===== src/rtl/wrr_arb_pkg.sv =====
// Shared types and helpers for the weighted round-robin arbiter.
// Latency: n/a (types and a pure combinational function only).
// Backpressure: n/a.
package wrr_arb_pkg;

  // Arbiter control state: IDLE has no owner, BUSY has a live grant.
  typedef enum logic {
    ARB_IDLE = 1'b0,
    ARB_BUSY = 1'b1
  } arb_state_t;

  // The search helper works on a fixed-width vector so it can be shared by
  // every arbiter size up to this many requesters.
  localparam int unsigned PICK_MAX_N = 64;
  localparam int unsigned PICK_IDX_W = 6;

  // Result of a rotating search.
  typedef struct packed {
    logic                  found;
    logic [PICK_IDX_W-1:0] idx;
  } pick_t;

  // Return the first set bit of vec[n-1:0], visiting start, start+1, ...
  // and wrapping modulo n. start must already be in the range [0, n).
  function automatic pick_t rot_find_first(
    input logic [PICK_MAX_N-1:0] vec,
    input int unsigned           start,
    input int unsigned           n
  );
    pick_t       res;
    int unsigned pos;
    res = '0;
    for (int unsigned k = 0; k < PICK_MAX_N; k++) begin
      if (k < n) begin
        pos = start + k;
        if (pos >= n) begin
          pos = pos - n;
        end
        if (!res.found && vec[pos[PICK_IDX_W-1:0]]) begin
          res.found = 1'b1;
          res.idx   = pos[PICK_IDX_W-1:0];
        end
      end
    end
    return res;
  endfunction

endpackage


===== src/rtl/wrr_prio_pick.sv =====
// Rotating priority picker: first eligible requester strictly after ptr, wrapping.
// Latency: purely combinational, zero cycles.
// Backpressure: none; the result is only a candidate, the caller decides whether to take it.
module wrr_prio_pick
  import wrr_arb_pkg::*;
#(
  parameter  int N   = 4,
  localparam int IDW = $clog2(N)
) (
  input  logic [N-1:0]   elig,
  input  logic [IDW-1:0] ptr,
  input  logic           excl,
  output logic           found,
  output logic [IDW-1:0] idx
);

  logic [PICK_MAX_N-1:0] vec;
  int unsigned           start;
  pick_t                 pick;

  // Mask the current owner when asked, then search from the slot after ptr.
  // Searching without exclusion still reaches ptr last, so an idle arbiter
  // can re-grant the previous owner when it is the only one asking.
  always_comb begin
    vec         = '0;
    vec[N-1:0]  = elig;
    if (excl) begin
      vec[ptr] = 1'b0;
    end
    start = 32'(ptr) + 32'd1;
    if (start >= 32'(N)) begin
      start = 32'd0;
    end
    pick  = rot_find_first(vec, start, 32'(N));
    found = pick.found;
    idx   = IDW'(pick.idx);
  end

endmodule


===== src/rtl/wrr_arbiter.sv =====
// Weighted round-robin arbiter: N requesters, per-channel tenure quota, optional lock.
// Latency: grant is registered, visible one cycle after the edge that samples req.
// Backpressure: requesters hold req until granted; ineligible (req low or weight 0) channels are skipped.
module wrr_arbiter
  import wrr_arb_pkg::*;
#(
  parameter  int N   = 4,
  parameter  int WW  = 3,
  localparam int IDW = $clog2(N)
) (
  input  logic            clk,
  input  logic            rst_n,
  input  logic [N-1:0]    req,
  input  logic [N*WW-1:0] weight,
  input  logic            lock,
  output logic [N-1:0]    grant,
  output logic [IDW-1:0]  grant_id,
  output logic            grant_vld,
  output logic            rearb
);

  localparam logic [WW-1:0] CNT_MAX = {WW{1'b1}};
  localparam logic [WW-1:0] CNT_ONE = WW'(1);

  arb_state_t     state_q, state_d;
  logic [IDW-1:0] id_q,    id_d;
  logic [WW-1:0]  cnt_q,   cnt_d;
  logic [N-1:0]   grant_q, grant_d;
  logic           rearb_q, rearb_d;

  logic [N-1:0]   elig;
  logic [WW-1:0]  w_own;
  logic           own_elig;
  logic           excl;
  logic           pick_found;
  logic [IDW-1:0] pick_idx;

  // A channel competes only while it requests and has a non-zero quota.
  always_comb begin
    elig = '0;
    for (int i = 0; i < N; i++) begin
      elig[i] = req[i] & (|weight[i*WW +: WW]);
    end
  end

  // Live quota of the current owner; weights are not latched at grant time.
  always_comb begin
    w_own = '0;
    for (int i = 0; i < N; i++) begin
      if (id_q == IDW'(i)) begin
        w_own = weight[i*WW +: WW];
      end
    end
  end

  assign own_elig = elig[id_q];

  // Exclude the owner only when it is still eligible, i.e. its quota ran out
  // and we are looking for someone else to hand over to.
  assign excl = (state_q == ARB_BUSY) && own_elig;

  wrr_prio_pick #(
    .N (N)
  ) u_pick (
    .elig  (elig),
    .ptr   (id_q),
    .excl  (excl),
    .found (pick_found),
    .idx   (pick_idx)
  );

  // Next-state, tenure counter and rearbitration pulse.
  always_comb begin
    state_d = state_q;
    id_d    = id_q;
    cnt_d   = cnt_q;
    rearb_d = 1'b0;

    unique case (state_q)
      ARB_IDLE: begin
        if (pick_found) begin
          state_d = ARB_BUSY;
          id_d    = pick_idx;
          cnt_d   = CNT_ONE;
          rearb_d = 1'b1;
        end
      end

      ARB_BUSY: begin
        if (!own_elig) begin
          // Owner left (req dropped or weight zeroed): hand over or go idle.
          rearb_d = 1'b1;
          if (pick_found) begin
            id_d  = pick_idx;
            cnt_d = CNT_ONE;
          end else begin
            state_d = ARB_IDLE;
            cnt_d   = '0;
          end
        end else if (cnt_q < w_own) begin
          // Still inside the quota.
          cnt_d = cnt_q + 1'b1;
        end else if (lock) begin
          // Quota spent but locked: keep the bus, count up without wrapping.
          if (cnt_q != CNT_MAX) begin
            cnt_d = cnt_q + 1'b1;
          end
        end else if (pick_found) begin
          // Quota spent, someone else waiting: rotate.
          id_d    = pick_idx;
          cnt_d   = CNT_ONE;
          rearb_d = 1'b1;
        end else begin
          // Quota spent, nobody else waiting: owner starts a fresh tenure.
          cnt_d = CNT_ONE;
        end
      end

      default: begin
        state_d = ARB_IDLE;
        cnt_d   = '0;
      end
    endcase
  end

  // One-hot grant derived from the next owner so it lines up with state.
  always_comb begin
    grant_d = '0;
    for (int i = 0; i < N; i++) begin
      grant_d[i] = (state_d == ARB_BUSY) && (id_d == IDW'(i));
    end
  end

  // Arbiter state registers; reset leaves grant_id at N-1 so the first
  // search after reset starts at channel 0.
  always_ff @(posedge clk or negedge rst_n) begin
    if (!rst_n) begin
      state_q <= ARB_IDLE;
      id_q    <= IDW'(N - 1);
      cnt_q   <= '0;
      grant_q <= '0;
      rearb_q <= 1'b0;
    end else begin
      state_q <= state_d;
      id_q    <= id_d;
      cnt_q   <= cnt_d;
      grant_q <= grant_d;
      rearb_q <= rearb_d;
    end
  end

  assign grant     = grant_q;
  assign grant_id  = id_q;
  assign grant_vld = (state_q == ARB_BUSY);
  assign rearb     = rearb_q;

endmodule


===== config.mk =====
export PLATFORM = sky130hd
export DESIGN_NAME = wrr_arbiter
export DESIGN_NICKNAME = d
export VERILOG_FILES = /design/src/rtl/wrr_arb_pkg.sv /design/src/rtl/wrr_prio_pick.sv /design/src/rtl/wrr_arbiter.sv
export SDC_FILE = /design/constraint.sdc
export NUM_CORES = 1
export LEC_CHECK = 0
export ABC_AREA = 1
export CELL_PAD_IN_SITES_DETAIL_PLACEMENT = 1
export CELL_PAD_IN_SITES_GLOBAL_PLACEMENT = 1
export CORE_AREA = 2 2 78 50
export DETAILED_ROUTE_END_ITERATION = 6
export DIE_AREA = 0 0 80 52
export PLACE_DENSITY_LB_ADDON = 0.3
export SETUP_SLACK_MARGIN = 0.2
export SLEW_MARGIN = 20
export SYNTH_ARGS = -nofsm -noshare
export SYNTH_HDL_FRONTEND = slang
export SYNTH_SLANG_ARGS = --single-unit

===== constraint.sdc =====
create_clock -name clk -period 3.53 [get_ports clk]
set_clock_uncertainty 0.05 [all_clocks]
set_input_delay 0.706 -clock clk [delete_from_list [all_inputs] [get_ports clk]]
set_output_delay 0.706 -clock clk [all_outputs]
set_load 0.01 [all_outputs]

Word-level counts from Yosys, hierarchy flattened
Index checks and enable logic that the tools add are counted.
{ "word_totals": {"register_bits": 11, "in_bits": 19, "output_inout_bits": 8, "elab_cells": 107} }
{ "classes": {"add_sub_neg": 9, "magnitude_cmp": 13, "n_eq_ne": 9, "muxes": 45, "bitwise": 7, "reduce_logical": 19} }
{ "ops": {"columns": ["operator", "n"], "rows": [
  [">= comparator 32 x 3 -> 1 bit (second input constant)", 4],
  ["AND 4 x 64 -> 64 bit", 1],
  ["2-to-1 mux 64 bit", 1],
  ["NOT 4 -> 64 bit", 1],
  ["2-to-1 mux 3 bit", 10],
  ["less-than comparator 6 x 7 -> 1 bit (second input constant)", 4],
  ["2-to-1 mux 7 bit", 4],
  ["binary-select mux 1 bit (select 6 bit)", 4],
  ["2-to-1 mux 6 bit", 4],
  ["subtractor 6 x 3 -> 6 bit (second input constant)", 4],
  ["2-to-1 mux 1 bit", 12],
  ["OR reduction 3 bit", 4],
  ["logical AND 1 bit", 9],
  ["adder 3 x 2 -> 4 bit (second input constant)", 2],
  ["equality test 2 bit (second input constant)", 4],
  ["2-to-1 mux 2 bit", 4],
  ["less-than comparator 2 x 7 -> 1 bit (second input constant)", 1],
  ["one-hot mux 3 bit (2 select lines)", 1],
  ["!= test 5 x 3 -> 1 bit (second input constant)", 1],
  ["adder 3 x 1 -> 4 bit (second input constant)", 1],
  ["AND 1 bit", 4],
  ["equality test 2 x 1 -> 1 bit (second input constant)", 2],
  ["logical NOT 2 bit", 2],
  ["one-hot mux 1 bit (2 select lines)", 2],
  ["14 further kinds", 16]
]} }

Depth between registers and ports, before layout
Gate-level depths: netlist of the first run.
{ "depth": {"depth_word": 26, "depth_mapped": 19, "ltp_nobuf": 19} }

Cells and area by module
From an unflattened synthesis of the first run, not the netlist that was laid out.
{ "unflattened": {"hier_cells": 203, "area_unflattened_um2": 1291.2} }
{ "modules_own_cells": {"columns": ["module", "instances", "cells_per_inst", "area_each_um2", "seq_area_each_um2"], "rows": [
  ["wrr_arbiter", 1, 129, 879.6, 277.8],
  ["wrr_prio_pick", 1, 74, 411.6, 0.0]
]} }

Worst setup path before layout of the first run
Ideal clock, no wire load.
{ "synth_path": {"path_kind": "register to register", "start": "reg id_q[1] (netlist: grant_id[1])", "end": "reg grant_q[3] (netlist: grant[3])", "setup_time_ns": 0.072, "t_arrival_ns": 2.444, "required_ns": 3.408, "path_slack_ns": 0.964, "path_stages_with_launch": 19, "n_path_buf": 0, "period_less_slack_ns": 2.566, "cell_sequence": "dfstp_2 -> inv_1 -> ha_1 -> inv_1 -> o21ai_0 -> o21ai_0 -> o21ai_0 -> ha_1 -> a21oi_1 -> nand2_1 -> nand2_1 -> nand3_1 -> nor2_2 -> inv_1 -> nand2_1 -> nand2_1 -> nand2_1 -> nand2_1 -> nor2_1"} }
{ "synth_via": {"elab_chain_len": 26, "word_cells_on_any_way": 66, "classes_between": "8 x add/sub; 8 x order compare; 4 x eq/ne; 34 x mux; 2 x bitwise; 10 x reduce/logical"} }
{ "synth_rtl": {"columns": ["item", "line_no", "rtl"], "rows": [
  ["from (decl)", "wrr_arbiter.sv:26", "logic [IDW-1:0] id_q, id_d;"],
  ["from (signal assigned)", "wrr_arbiter.sv:139", "id_q <= IDW'(N - 1);"],
  ["from (signal assigned)", "wrr_arbiter.sv:145", "id_q <= id_d;"],
  ["branches (longest 23 deep; another with >= comparator 32 x 3 -> 1 bit)", null, null],
  ["one-hot mux 2 bit (2 select lines) *", "wrr_arbiter.sv:79", "unique case (state_q)"],
  ["net id_d[0]", "wrr_arbiter.sv:26", null],
  ["equality test 2 bit *", "wrr_arbiter.sv:130", "grant_d[i] = (state_d == ARB_BUSY) && (id_d == IDW'(i));"],
  ["logical AND 1 bit *", "wrr_arbiter.sv:130", null],
  ["net grant_d[3]", "wrr_arbiter.sv:28", "logic [N-1:0] grant_q, grant_d;"],
  ["to (signal assigned)", "wrr_arbiter.sv:147", "grant_q <= grant_d;"],
  ["to (decl)", "wrr_arbiter.sv:28", null]
]} }
Mark *: on every way through the listed nets, which the timed path passes. The select of a mux whose other input is x is not followed.
A chain may end at the register's enable or synchronous reset.

Final worst setup path of the first run
{ "layout_path": {"start": "in weight[2]", "end": "reg grant_q[1] (netlist: grant[1])"} }
{ "layout_via": {"elab_chain_len": 25, "word_cells_on_any_way": 40, "classes_between": "1 x order compare; 1 x eq/ne; 27 x mux; 2 x bitwise; 9 x reduce/logical"} }
{ "layout_rtl": {"columns": ["item", "line_no", "rtl"], "rows": [
  ["from (decl)", "wrr_arbiter.sv:14", "input logic [N*WW-1:0] weight,"],
  ["OR reduction 3 bit", "wrr_arbiter.sv:42", "elig[i] = req[i] & (|weight[i*WW +: WW]);"],
  ["AND 1 bit", "wrr_arbiter.sv:42", null],
  ["binary-select mux 1 bit (select 2 bit)", "wrr_arbiter.sv:56", "assign own_elig = elig[id_q];"],
  ["2-to-1 mux 1 bit (implied by the code)", "wrr_arbiter.sv:56", null],
  ["logical AND 1 bit", "wrr_arbiter.sv:60", "assign excl = (state_q == ARB_BUSY) && own_elig;"],
  ["2-to-1 mux 64 bit", "wrr_prio_pick.sv:27", "if (excl) begin"],
  ["binary-select mux 1 bit (select 6 bit)", "wrr_arb_pkg.sv:39", "if (!res.found && vec[pos[PICK_IDX_W-1:0]]) begin"],
  ["2-to-1 mux 1 bit (implied by the code)", "wrr_arb_pkg.sv:39", null],
  ["[11 not listed]", null, null],
  ["2-to-1 mux 2 bit", "wrr_arbiter.sv:103", "end else if (lock) begin"],
  ["2-to-1 mux 2 bit", "wrr_arbiter.sv:100", "end else if (cnt_q < w_own) begin"],
  ["2-to-1 mux 2 bit", "wrr_arbiter.sv:90", "if (!own_elig) begin"],
  ["one-hot mux 2 bit (2 select lines) *", "wrr_arbiter.sv:79", null],
  ["net id_d[0]", "wrr_arbiter.sv:26", null],
  ["equality test 2 x 1 -> 1 bit *", "wrr_arbiter.sv:130", null],
  ["logical AND 1 bit *", "wrr_arbiter.sv:130", null],
  ["net grant_d[1]", "wrr_arbiter.sv:28", null]
]} }
Mark *: on every way through the listed nets, which the timed path passes. The rest lies on a longest branch. The select of a mux whose other input is x is not followed.

==> out/metrics.cfg, run 1 <==
[finish]
drive_above_1_share_pct = 13.2
fin_nets = 235
final_common_cell = nand2_1
antenna_cells = 0
area_growth_pct = 32.6
fin_cells = 251
final_cell_mix = nand2_1, clkdlybuf4s50_1, inv_1

[global_route]
antenna_found_initial = 0
grt_pass1_vias = 1255
grt_pass1_wl_um = 5800
grt-ovfl-total = 0
grt_max_degree = 12
grt_use_total_pct = 18.5

[hold_path]
worstHoldEndpoint = cnt_q[1]
min_from = cnt_q[1]
hold_path_depth = 2
hold_class = reg -> reg

[floorplan]
die_h_um = 52
dieWidth_um = 80
initial_core_util_pct = 33.8
ios = 27
core_area_um2 = 3490
core.rowCount = 17
die_area_um2 = 4160

[yosys]
yosysUniqueCellTypes = 27
syn-cell-area_um2 = 1180
syn_inst = 172
syn_avg_cell_area_um2 = 6.85
synth_seq_cells = 11
syn_nets = 202
yosysWarnings = 0
ys_seq_area_share_pct = 23.6

[setup_path]
path_max_fanout = 3
reg2reg_slack_ns = 0.60
cp-end-kind = flip-flop
cp.buffers_inverters = 3
crit_slowest_cell = clkdlybuf4s50_1
critPathKind = in -> reg
crit_family = simple AND/OR/NAND/NOR gates
critPathLaunchType = input pin
r2r-end = grant[1]
worst_ep_arrival_time_ns = 3.05
critPathRequiredTime_ns = 3.63
worstPathCellList = clkdlybuf4s50_1 > inv_1 > o21ai_0 > o21ai_0 > o21ai_1 > o21ai_0 > ha_1 > a21oi_1 > nand2_1 > nand2_1 > nand3_1 > nor2_4 > inv_1 > nand2_1 > nand2_1 > nand2_1 > nand2_1 > nor2_1
rr_worst_depth = 13
crit_top_cell = nand2_1
r2r-start = grant_id[0]
cpPeakStageDelay_ns = 0.45

[sta]
fin_setup_tns_ns = 0
slew_viol_final = 0
hold_viol_final = 0
whs_ns = 0.494
clock.fmax_mhz = 339
setup_violations = 0
rsz0062_at_grt = false
finalCriticalPeriod_ns = 2.95
finalCritPeriodShare_pct = 83.5

[route]
wl_per_cell_um = 14.2
wl_met2_um = 1670
drc_errors = 0
routed.top_layer = met4
postRouteAntennaNets = 0
wl_um = 3560
dr_wl_met3_um = 124
firstDrtPassIters = 4
wl_met1_um = 1750
viasPerCell = 4.97
drt-initial-drc-count = 28
via_count = 1248

[place]
port-buffer-count = 26
gp_congestion = 0.812
post-place-cells = 245
hpwl_um = 2950

[run_status]
run_status = finished, final reports clean

[clock_tree]
cts_buffers = 3
cts_tree = built
cts_htree_levels = 1
clock_path_buffers = 2
clock-sinks = 11
clk_pin_slew_ns = 0.05
clk_latency_ns = 0.23
clock-root-buffer = clkbuf_8

[job]
cap_violations = 0

-- worst reg2reg max path: cells and delay by family, from the launching register on --
family                   cells  cell delay (ns)
flip-flops                   1             0.66
AND/OR/NAND/NOR              7             0.85
XOR/XNOR                     1             0.40
adder cells (fa/ha/maj)      1             0.37
buffers and inverters        4             0.48
-- sequential cells by signal, indices dropped and copies added (netlist names) --
signal / flops
rearb: 1
grant_id: 2
cnt_q: 3
grant: 4
grant_vld: 1
-- synth_stat cells, drive strengths merged --
master	instances	share of area [%]
dfstp	2	4.5
xor2	1	0.74
a21oi	6	2.5
and2	1	0.53
dfrtp	9	19
o211ai	1	0.64
conb	2	0.64
ha	11	12
nor3	1	0.42
nand3	30	18
nand2	37	12
inv	26	8.3
o21bai	1	0.64
nor2	18	7.4
a21boi	2	1.3
o21ai	17	7.9
and3	1	0.53
o22ai	1	0.53
nand4	5	2.7
-- worst max path at each step --
stage,start,end,cells after the start
final,weight[2],grant[1],18
after global routing,weight[2],grant[1],18
after CTS,weight[2],grant[1],18
after detailed placement,weight[2],grant[3],17
after global placement,weight[2],grant[3],17
after floorplan,grant_id[1],grant[3],18
-- kinds of logic after synthesis --
| kind of cell | share of synthesized area (%) |
|---|---|
| AO/OA/AOI/OAI | 13.5 |
| XOR/XNOR | 0.743 |
| adder cells (fa/ha/maj) | 11.7 |
| buffers and inverters | 8.28 |
| flip-flops | 23.6 |
| other | 0.637 |
| AND/OR/NAND/NOR | 41.6 |
-- per-stage QoR --
step / util [%] / setup WS (ns) / cell area (µm²)
floorplan: - / 0.964 / 1180
global placement: 42.9 / 0.395 / 1500
detailed placement: 42.9 / 0.312 / 1500
CTS: 44.2 / 0.495 / 1540
global route: 44.8 / 0.197 / 1560
finish: 44.8 / 0.583 / 1560
-- what timing repair did --
item | 4_1_cts | 5_1_grt
buffers inserted | 0 | 2
resized for setup | 0 | 2
setup endpoints to repair | 0 | 4
hold endpoints to repair | 0 | 0
hold buffers | 0 | 0
-- layout make-up --
class                      count  area, µm²
multi-input combinational    135        808
clock buffer                   4       45.0
inverter                      26       97.6
timing repair buffer          28        275
sequential                    11        278
fill                         480       1930
tap                           47       58.8
-- metal layers --
layer  global-route usage [%]  vias to the layer above
li1                         -                      635
met1                     24.0                      588
met2                     31.8                       23
met3                     4.17                        2
met4                     3.39                        0
met5                        0                        -
Power of run 1 is not shown: default switching activity piles up to over one toggle a cycle in this logic, so the estimate is an artifact.
==> run 2, diff against run 1 <==
--- a/config.mk
+++ b/config.mk
@@ -8,9 +8,9 @@
 export ABC_AREA = 1
 export CELL_PAD_IN_SITES_DETAIL_PLACEMENT = 1
 export CELL_PAD_IN_SITES_GLOBAL_PLACEMENT = 1
-export CORE_AREA = 2 2 78 50
+export CORE_AREA = 2 2 82 53
 export DETAILED_ROUTE_END_ITERATION = 6
-export DIE_AREA = 0 0 80 52
+export DIE_AREA = 0 0 84 55
 export PLACE_DENSITY_LB_ADDON = 0.3
 export SETUP_SLACK_MARGIN = 0.2
 export SLEW_MARGIN = 20
==> constraint.sdc (replaced) <==
create_clock -name clk -period 2.5 [get_ports clk]
set_clock_uncertainty 0.05 [all_clocks]
set_input_delay 0.5 -clock clk [delete_from_list [all_inputs] [get_ports clk]]
set_output_delay 0.5 -clock clk [all_outputs]
set_load 0.01 [all_outputs]
==> run 2 against run 1 <==
Compared with the run above: the run now ends with setup timing left; hold slack gained 0.025 ns; final cell count is 16% higher; register-to-register slack got worse by 0.84 ns; routed wire length rose by 33%; design area grew 31%; clock-buffer cell count shrank 1; sequential share of layout area is 4.2 points lower; critical path depth unchanged.
==> out/metrics.cfg, run 2 (synthesis gave the netlist of run 1 again) <==
[finish]
final_cell_mix = buf_4, nand2_1, inv_1
largest_reg_flops = 4
final_area_um2 = 2040
utilization_pct = 52.4
multiInputGateArea_um2 = 1000
register_area_um2 = 278
drive_above_1_share_pct = 41.3
fin_nets = 271
fillCellCount = 496
final_common_cell = buf_4
area_growth_pct = 73.2
antenna_cells = 0

[clock_tree]
clk_latency_ns = 0.24
clk_pin_slew_ns = 0.05
clock_path_buffers = 2
cts_buffers = 3
clock-root-buffer = clkbuf_8
cts_htree_levels = 1
cts_tree = built
clock-sinks = 11

[floorplan]
core_area_um2 = 3900
die_area_um2 = 4620
dieWidth_um = 84
ios = 27
initial_core_util_pct = 30.3
die_h_um = 55
core.rowCount = 18

[place]
port-buffer-count = 26
place_area_um2 = 1750
gp_congestion = 0.847
hpwl_um = 3280

[global_route]
grt_use_total_pct = 19.8
antenna_found_initial = 0
grt-ovfl-total = 0
grt_use_met3_pct = 3.12
grtUsageMet2_pct = 38.0
grt.busiest_layer = met2
grt_pass1_vias = 1565
grt_max_degree = 12
grtUsageMet1_pct = 23.6
grt_pass1_wl_um = 7200

[sta]
clock.fmax_mhz = 365
finalCritPeriodShare_pct = 109
slew_headroom_pct = 64.9
setup_violations = 10
worst_pin_slew_ns = 0.524
finalCriticalPeriod_ns = 2.74
hold_viol_final = 0
slew_viol_final = 0
rsz0062_at_grt = true
fin_setup_tns_ns = -1.70
setup_ws_ns = -0.237

[setup_path]
critPathLaunchType = flip-flop
critPathRequiredTime_ns = 2.58
path_max_fanout = 6
cp-end-kind = flip-flop
critPathKind = reg -> reg
worst_ep_arrival_time_ns = 2.82

[route]
drt-initial-drc-count = 37
via_count = 1437
firstDrtPassIters = 4
viasPerCell = 4.96
postRouteAntennaNets = 0
wl_per_cell_um = 16.4
drc_errors = 0
wl_um = 4750

[job]
cap_violations = 0

[run_status]
violations = setup timing
run_status = finished with violations

[hold_path]
hold_class = reg -> reg

==> run 2: cell types whose count changed in the layout (fill, tap and decap cells not counted), sizes merged <==
cell           change
dlygate4sd2        +9
clkdlybuf4s50     -11
clkbuf             -1
buf               +36
clkinv             +1
dlymetal6s2s       +2
==> run 2: timing repair <==
item                                    in CTS  in global routing
setup buffers                                8                  5
gates cloned                                 0                  0
pin swaps                                   20                 18
resized for setup                           32                 20
endpoints found under the setup margin      10                 11
hold buffers                                 0                  0
==> run 2: final cells by class <==
class	instances	area share, %
Tap cell	50	3.06
Inverter	26	5.15
Sequential cell	11	13.6
Clock buffer	3	2.02
Multi-Input combinational cell	135	49.0
Clock inverter	1	0.245
Timing Repair Buffer	64	27.0
==> run 2: routing by layer <==
| metal | share of wire, % | up-vias |
|---|---|---|
| met5 | 0 | - |
| met4 | 1.1 | 0 |
| met3 | 3.2 | 6 |
| met1 | 46 | 695 |
| li1 | - | 707 |
| met2 | 50 | 29 |
==> run 2: critical path: stages (launching register included) <==
cell and delay, ns:
dfstp_2 0.59, inv_4 0.07, ha_4 0.17, inv_4 0.08, o21ai_2 0.06, o21ai_1 0.16, o21ai_1 0.10, ha_1 0.34
a21oi_2 0.13, nand2_1 0.08, nand2_1 0.08, nand3_2 0.10, nor2_4 0.18, buf_6 0.12, nor2_2 0.03, nand2_1 0.09
nand2_2 0.07, nand2_2 0.08, nor2_2 0.04
==> run 2: worst paths after layout <==
kind	start	end	slack [ns]	cells after the start
setup / recovery	grant_id[1]	grant[1]	-0.24	18
hold / removal	cnt_q[1]	cnt_q[1]	0.52	2
setup reg to reg	grant_id[1]	grant[1]	-0.24	18
hold reg to reg	cnt_q[1]	cnt_q[1]	0.52	2
max in group asynchronous	rst_n	grant_id[1]	1.48	1
min in group asynchronous	rst_n	rearb	0.56	1
==> run 2: through the flow <==
step / std cells / setup WS [ns] / hold WS, ns
floorplan: 172 / 0.0280 / 0.154
global placement: 273 / -0.310 / 0.461
detailed placement: 273 / -0.415 / 0.497
CTS: 285 / -0.0953 / 0.514
global route: 290 / -0.395 / 0.544
finish: 290 / -0.237 / 0.519
Power of run 2 is left out for the same reason.
